`config.mk`:
```
export PLATFORM = sky130hd
export DESIGN_NAME = seq_detector_param
export DESIGN_NICKNAME = d
export VERILOG_FILES = /design/src/rtl/seq_det_pkg.sv /design/src/rtl/seq_detector_param_sat_counter.sv /design/src/rtl/seq_detector_param.sv
export SDC_FILE = /design/constraint.sdc
export NUM_CORES = 1
export LEC_CHECK = 0
export BUFFER_PORTS_ARGS = -buffer_cell sky130_fd_sc_hd__buf_4
export CAP_MARGIN = 20
export CORE_MARGIN = 10
export CORE_UTILIZATION = 45
export DETAILED_ROUTE_END_ITERATION = 10
export GPL_TIMING_DRIVEN = 0
export PLACE_DENSITY = 0.68
export SYNTH_ARGS = -nofsm -noshare
export SYNTH_HDL_FRONTEND = slang
export SYNTH_SLANG_ARGS = --single-unit
```
`constraint.sdc`:
```
create_clock -name clk -period 2.5 [get_ports clk]
set_input_delay 0.5 -clock clk [delete_from_list [all_inputs] [get_ports clk]]
set_output_delay 0.5 -clock clk [all_outputs]
set_load 0.005 [all_outputs]
```
`src/rtl/seq_det_pkg.sv`:
```
// Shared constants and helpers for the parametrised sequence detector.
//   OVL_ON / OVL_OFF : values of the overlap select input
//   SEQ_DEF_PAT      : default 4-bit pattern loaded at reset
//   clog2            : ceiling log2, used to size the fill counter
package seq_det_pkg;

  localparam logic       OVL_ON      = 1'b1;
  localparam logic       OVL_OFF     = 1'b0;
  localparam logic [3:0] SEQ_DEF_PAT = 4'b1011;

  function automatic int unsigned clog2(input int unsigned v);
    int unsigned r;
    r = 0;
    while ((32'd1 << r) < v) r++;
    return r;
  endfunction

endpackage

```
`src/rtl/seq_detector_param_sat_counter.sv`:
```
// Saturating up-counter with synchronous clear.
//   clk, rst : clock and synchronous active-high reset
//   clr      : synchronous clear, wins over inc
//   inc      : increment request; holds at all-ones instead of wrapping
//   q        : current count
module sat_counter #(
  parameter int unsigned W = 8
) (
  input  logic         clk,
  input  logic         rst,
  input  logic         clr,
  input  logic         inc,
  output logic [W-1:0] q
);

  logic [W-1:0] cnt_q, cnt_d;

  always_comb begin
    cnt_d = cnt_q;
    if (clr)
      cnt_d = '0;
    else if (inc && (cnt_q != '1))
      cnt_d = cnt_q + 1'b1;
  end

  always_ff @(posedge clk) begin
    if (rst) cnt_q <= '0;
    else     cnt_q <= cnt_d;
  end

  assign q = cnt_q;

endmodule

```
`src/rtl/seq_detector_param.sv`:
```
// Serial bit-sequence detector with a runtime-loadable PAT_W-bit pattern.
//   clk, rst    : clock and synchronous active-high reset
//   din_valid   : qualifies din; window advances only when high
//   din         : serial data bit (first bit in time lands in pattern MSB)
//   pat_load    : strobe to latch pat_in; clears window, drops that cycle's bit
//   pat_in      : new pattern
//   overlap     : 1 = overlapping detection, 0 = non-overlapping
//   cnt_clr     : synchronous clear of match_count (wins over a hit)
//   match       : registered one-cycle pulse after the completing bit
//   match_count : saturating match counter
//   busy        : registered, high while the window holds any valid bit
module seq_detector_param
  import seq_det_pkg::*;
#(
  parameter int unsigned           PAT_W   = 4,
  parameter int unsigned           CNT_W   = 8,
  parameter logic [PAT_W-1:0]      RST_PAT = PAT_W'(SEQ_DEF_PAT)
) (
  input  logic             clk,
  input  logic             rst,
  input  logic             din_valid,
  input  logic             din,
  input  logic             pat_load,
  input  logic [PAT_W-1:0] pat_in,
  input  logic             overlap,
  input  logic             cnt_clr,
  output logic             match,
  output logic [CNT_W-1:0] match_count,
  output logic             busy
);

  localparam int unsigned      FILL_W    = clog2(PAT_W + 1);
  localparam logic [FILL_W-1:0] FILL_FULL = FILL_W'(PAT_W);

  logic [PAT_W-1:0]  pat_q, pat_d;
  logic [PAT_W-1:0]  win_q, win_d;
  logic [FILL_W-1:0] fill_q, fill_d;
  logic              match_q, match_d;
  logic              busy_q, busy_d;

  logic [PAT_W-1:0]  win_acc;
  logic [FILL_W-1:0] fill_acc;
  logic              hit;

  always_comb begin
    pat_d    = pat_q;
    win_d    = win_q;
    fill_d   = fill_q;
    match_d  = 1'b0;
    hit      = 1'b0;
    win_acc  = {win_q[PAT_W-2:0], din};
    fill_acc = (fill_q == FILL_FULL) ? FILL_FULL : fill_q + 1'b1;

    if (pat_load) begin
      pat_d  = pat_in;
      win_d  = '0;
      fill_d = '0;
    end else if (din_valid) begin
      hit     = (fill_acc == FILL_FULL) && (win_acc == pat_q);
      match_d = hit;
      win_d   = win_acc;
      // Non-overlapping: window contents stay but are treated as empty.
      fill_d  = (hit && (overlap == OVL_OFF)) ? '0 : fill_acc;
    end

    busy_d = (fill_d != '0);
  end

  always_ff @(posedge clk) begin
    if (rst) begin
      pat_q   <= RST_PAT;
      win_q   <= '0;
      fill_q  <= '0;
      match_q <= 1'b0;
      busy_q  <= 1'b0;
    end else begin
      pat_q   <= pat_d;
      win_q   <= win_d;
      fill_q  <= fill_d;
      match_q <= match_d;
      busy_q  <= busy_d;
    end
  end

  sat_counter #(.W(CNT_W)) u_cnt (
    .clk (clk),
    .rst (rst),
    .clr (cnt_clr),
    .inc (hit),
    .q   (match_count)
  );

  assign match = match_q;
  assign busy  = busy_q;

endmodule

```
==> results.py, run 1 <==
metrics = {
    "timing": {
        "holdWs_ns": 0.397,
        "period_needed_ns": 2.25,
        "relSlewSlack_pct": 66.4,
        "hold_viol_final": 0,
        "tightest_slew_ns": 0.491,
        "clock_skew_ns": 0.00453,
        "fin_tns_setup_ns": 0,
        "clock.fmax_mhz": 444,
        "fin_crit_sh_pct": 90.0,
        "rsz0062_at_grt": "no",
        "setup_violations": 0,
        "slew_violations": 0,
    },
    "cts": {
        "clockBufferDepth": 2,
        "htreeDepth": 1,
        "path_clk_slew_ns": 0.11,
        "postCtsHoldBufs": 0,
        "cts_tree": "yes",
        "clk-insertion-delay-late_ns": 0.29,
        "root_buffer": "clkbuf_4",
        "cts_resized": 0,
        "cts_num_sinks": 20,
        "cts_setup_buffers": 0,
        "numCtsBuffers": 3,
    },
    "placed_design": {
        "numPortBuffers": 18,
        "placed_area_sq_um": 1170,
        "globalplace.congestion": 0.768,
        "place_hpwl_mm": 1.56,
        "placed_cells": 150,
    },
    "die": {
        "fp.dieW_um": 67.3,
        "die_h_um": 67.3,
        "dieArea_sq_um": 4520,
        "core_sq_um": 2170,
        "io_pins": 21,
        "start_util_pct": 46.3,
        "rows": 17,
    },
    "global_route": {
        "overflow": 0,
        "grt_util_all_layers_pct": 8.78,
        "grt_pass1_wl_mm": 3.25,
        "grt_max_degree": 12,
        "grt_pass1_vias": 768,
        "antenna_found_initial": 0,
    },
    "min_path": {
        "hold_class": "primary input to flip-flop",
        "holdCritStartpoint": "rst",
        "min_to": "pat_q[2]",
        "hold_depth": 2,
    },
    "cells_and_area": {
        "final_cell_mix": "dfxtp_1 (20), buf_4 (18), nor2_1 (9)",
        "area_delta_synth_final_pct": 20.5,
        "stdcell_area_sq_um": 1210,
        "drive_above_1_share_pct": 26.2,
        "final_common_cell": "dfxtp_1",
        "nets": 141,
        "instances_no_fill": 154,
        "diodes": 0,
    },
    "route": {
        "ant_nets": 0,
        "drc": 0,
        "dr.pass1.iters": 3,
        "routed_via_density": 5.18,
        "drt-initial-drc-count": 13,
        "wl_per_cell_um": 12.7,
        "via_count": 798,
        "wirelength_mm": 1.96,
    },
    "worst_setup_path": {
        "cp_max_fo": 10,
        "criticalPathCategory": "flip-flop to flip-flop",
        "timing.rr.start": "fill_q[0]",
        "ff2ff_setup_slack_ns": 0.25,
        "crit_path_end_kind": "flip-flop",
        "rr_endpoint": "u_cnt.q[7]",
        "critPathLaunchType": "flip-flop",
        "worstRegToRegCells": 7,
        "required_ns": 2.73,
        "worstPathArrival_ns": 2.48,
    },
    "yosys": {
        "yosysUniqueCellTypes": 37,
        "seq_area_frac_synth_pct": 39.9,
        "synth_edf_count": 0,
        "synth_flop_cell": "dfxtp_1",
        "yosysWarnings": 0,
        "synthCells": 104,
        "synthesis.area_sq_um": 1000,
        "avgSynthCellArea_sq_um": 9.66,
        "async_flop_share_pct": 0,
        "ys_ff_latch": 20,
        "synth_nets": 118,
    },
    "power_and_ir_drop": {
        "p_per_area_nw_per_um2": 469,
        "p_leak_nw": 0.485,
        "peakVddDrop_mv": 0.335,
    },
    "run_status": {
        "outcome": "complete, no violations",
    },
    "run": {
        "drv_cap": 0,
    },
}
## power breakdown
part | internal, mW | leakage, nW | switching (mW)
sequential | 0.326 | 0.163 | 0.00457
combinational | 0.0305 | 0.301 | 0.0245
clock | 0.0886 | 0.0210 | 0.0948
total | 0.445 | 0.485 | 0.124
## through the flow
stage | setup slack [ns] | power [mW] | utilization, %
6_report | 0.249 | 0.568 | 55.8
5_1_grt | 0.0743 | 0.595 | 55.8
4_1_cts | 0.246 | 0.576 | 55.8
3_5_place_dp | 0.278 | 0.393 | 54.2
3_3_place_gp | 0.335 | 0.391 | 54.2
2_1_floorplan | 0.482 | 0.374 | -
## worst max-delay path by stage
| stage | start | to | slack, ns | depth (start not counted) |
|---|---|---|---|---|
| 6_report | fill_q[0] | u_cnt.q[7] | 0.25 | 7 |
| 5_1_grt | fill_q[0] | u_cnt.q[7] | 0.07 | 7 |
| 4_1_cts | fill_q[0] | u_cnt.q[7] | 0.25 | 7 |
| 3_5_place_dp | fill_q[0] | u_cnt.q[7] | 0.28 | 7 |
| 3_3_place_gp | fill_q[0] | u_cnt.q[7] | 0.34 | 7 |
| 2_1_floorplan | fill_q[0] | u_cnt.q[5] | 0.48 | 7 |
## registers in the layout, summed over array words and instances (netlist names)
signal   flops
pat_q        4
fill_q       3
win_q        3
u_cnt.q      8
busy         1
match        1
## layer usage
metal  track usage [%]  wire (um)  vias up
met1              10.6        911      362
met4              3.08         14        0
met5                 0          0        -
li1                  -          -      419
met2              14.0        902       15
met3              3.31        133        2
## layout make-up
type	count	area (sq um)
Inverter	4	15.0
Buffer	4	45.0
Sequential cell	20	400
Tap cell	28	35.0
Timing Repair Buffer	18	135
Clock buffer	4	36.3
Fill cell	209	958
Multi-Input combinational cell	76	544
## synthesized netlist by cell type, types with 2 or more instances
cell     number  area share [%]
nand4_1       3             1.9
a21oi_1       8             4.0
nor2_1        9             3.4
or3_1         3             1.9
or4_1         2             1.5
mux2i_1       5             5.0
xor2_1        6             5.2
inv_1         4             1.5
nor2b_1       3             1.9
o21ai_0       2             1.0
nor3_1        2             1.0
nand3_1       4             2.0
dfxtp_1      20              40
o31ai_1       2             1.5
or2_2         2             1.2
nand2_1       4             1.5
a211o_1       3             2.6
ha_1          3             3.7
## kinds of logic after synthesis
group	synth area share, %
AND/OR/NAND/NOR	25.0
flip-flops	39.9
XOR/XNOR	5.23
adder cells (fa/ha/maj)	3.74
buffers and inverters	5.98
AO/OA/AOI/OAI	15.2
multiplexers	4.98
## critical path, cell delays in order (launching register included)
cell      delay (ns)
dfxtp_1         0.40
inv_1           0.08
ha_1            0.30
nand2b_1        0.15
a211oi_2        0.40
nand3_4         0.20
or4_1           0.50
a21oi_1         0.15
No activity file was read; power rests on OpenSTA's default activity.
==> inputs of run 2 (changes only) <==
CORE_MARGIN = not set   (was 10)
==> results.py, run 2 (synthesis results as in run 1) <==
metrics = {
    "timing": {
        "holdWs_ns": 0.391,
        "clock_skew_ns": 0.00606,
        "hold_viol_final": 0,
        "clock.fmax_mhz": 443,
        "period_needed_ns": 2.26,
        "tightest_slew_ns": 0.452,
        "slew_violations": 0,
        "fin_tns_setup_ns": 0,
        "fin_crit_sh_pct": 90.3,
        "relSlewSlack_pct": 69.1,
        "fin_ws_ns": 0.243,
        "rsz0062_at_grt": "no",
        "setup_violations": 0,
    },
    "worst_setup_path": {
        "path_buf_inv": 1,
        "critPathTopFamily": "simple AND/OR/NAND/NOR gates",
        "critPathLaunchType": "flip-flop",
        "slowest_delay_ns": 0.50,
        "required_ns": 2.74,
        "cp_max_fo": 10,
        "worstPathArrival_ns": 2.49,
        "crit_path_end_kind": "flip-flop",
        "crit_path_top_delay_cell": "or4_1",
        "criticalPathCategory": "flip-flop to flip-flop",
        "crit_chain": "inv_1 > ha_1 > nand2b_1 > a211oi_2 > nand3_4 > or4_1 > a21oi_1",
    },
    "power_and_ir_drop": {
        "comb_power_share_pct": 8.5,
        "p_leak_nw": 0.491,
        "peakVddDrop_mv": 0.321,
        "seq_power_share_pct": 50.9,
        "power_switching_mw": 0.130,
        "pwr-share-clk_pct": 40.5,
        "swShare_pct": 20.0,
        "p_per_area_nw_per_um2": 528,
        "p_int_mw": 0.518,
        "power_mw": 0.648,
    },
    "cells_and_area": {
        "largest_reg_flops": 8,
        "final_cell_mix": "dfxtp_1 (20), buf_4 (18), nor2_1 (9)",
        "drive_above_1_share_pct": 26.2,
        "area_delta_synth_final_pct": 22.0,
        "diodes": 0,
        "nets": 141,
        "stdcell_area_sq_um": 1230,
        "final_common_cell": "dfxtp_1",
    },
    "cts": {
        "clockBufferDepth": 2,
        "path_clk_slew_ns": 0.12,
        "cts_tree": "yes",
        "htreeDepth": 1,
        "clk-insertion-delay-late_ns": 0.30,
        "cts_setup_buffers": 0,
        "cts_resized": 0,
        "root_buffer": "clkbuf_4",
        "numCtsBuffers": 3,
        "postCtsHoldBufs": 0,
        "cts_num_sinks": 20,
    },
    "global_route": {
        "grt_max_degree": 13,
        "overflow": 0,
        "grt_util_all_layers_pct": 16.2,
        "grt_pass1_vias": 728,
        "antenna_found_initial": 0,
        "grt_pass1_wl_mm": 3.06,
    },
    "min_path": {
        "hold_class": "primary input to flip-flop",
    },
    "placed_design": {
        "numPortBuffers": 18,
        "placed_area_sq_um": 1170,
        "place_ws_ns": 0.276,
        "globalplace.congestion": 0.779,
        "place_hpwl_mm": 1.36,
    },
    "route": {
        "dr.pass1.iters": 4,
        "wl_per_cell_um": 11.7,
        "drc": 0,
        "via_count": 803,
        "wirelength_mm": 1.78,
        "ant_nets": 0,
        "drt-initial-drc-count": 21,
        "routed_via_density": 5.25,
    },
    "die": {
        "die_h_um": 49.3,
        "start_util_pct": 49.7,
        "core_sq_um": 2020,
        "fp.dieW_um": 49.3,
        "rows": 16,
        "io_pins": 21,
        "dieArea_sq_um": 2430,
    },
    "run_status": {
        "outcome": "complete, no violations",
    },
    "run": {
        "drv_cap": 0,
    },
}
[run 2: area by class of cell]
cell class,instances,area (sq um)
plain buffers,4,45.0
clock buffers,3,22.5
clock inverters,1,30.0
fillers,197,796
inverters,4,15.0
multi-input cells,76,544
flip-flops and latches,20,400
well taps,27,33.8
repair buffers,18,135
[run 2: final timing paths]
| path | end | slack [ns] | depth (start not counted) | start |
|---|---|---|---|---|
| setup reg to reg | u_cnt.q[7] | 0.24 | 7 | fill_q[0] |
| hold reg to reg | u_cnt.q[6] | 0.53 | 2 | u_cnt.q[6] |
| hold / removal | pat_q[0] | 0.39 | 2 | pat_in[0] |
| setup / recovery | u_cnt.q[7] | 0.24 | 7 | fill_q[0] |
[run 2: power by group through the flow]
stage / clock network (mW) / registers [mW] / logic (mW)
after floorplan: 0 / 0.336 / 0.0375
after global placement: 0 / 0.337 / 0.0541
after detailed placement: 0 / 0.337 / 0.0558
after CTS: 0.271 / 0.330 / 0.0559
after global routing: 0.284 / 0.331 / 0.0616
final: 0.262 / 0.330 / 0.0553
[run 2: layer usage]
metal  GRT usage [%]  share of wire (%)
met5               0                  0
met4            5.39                  0
met3            3.12                4.0
met2            26.3                 48
met1            21.2                 48
[run 2: through the flow]
step	util [%]	std cells
3_5_place_dp	58.0	149
5_1_grt	60.6	153
4_1_cts	60.6	153
3_3_place_gp	58.0	149
2_1_floorplan	-	104
6_report	60.6	153
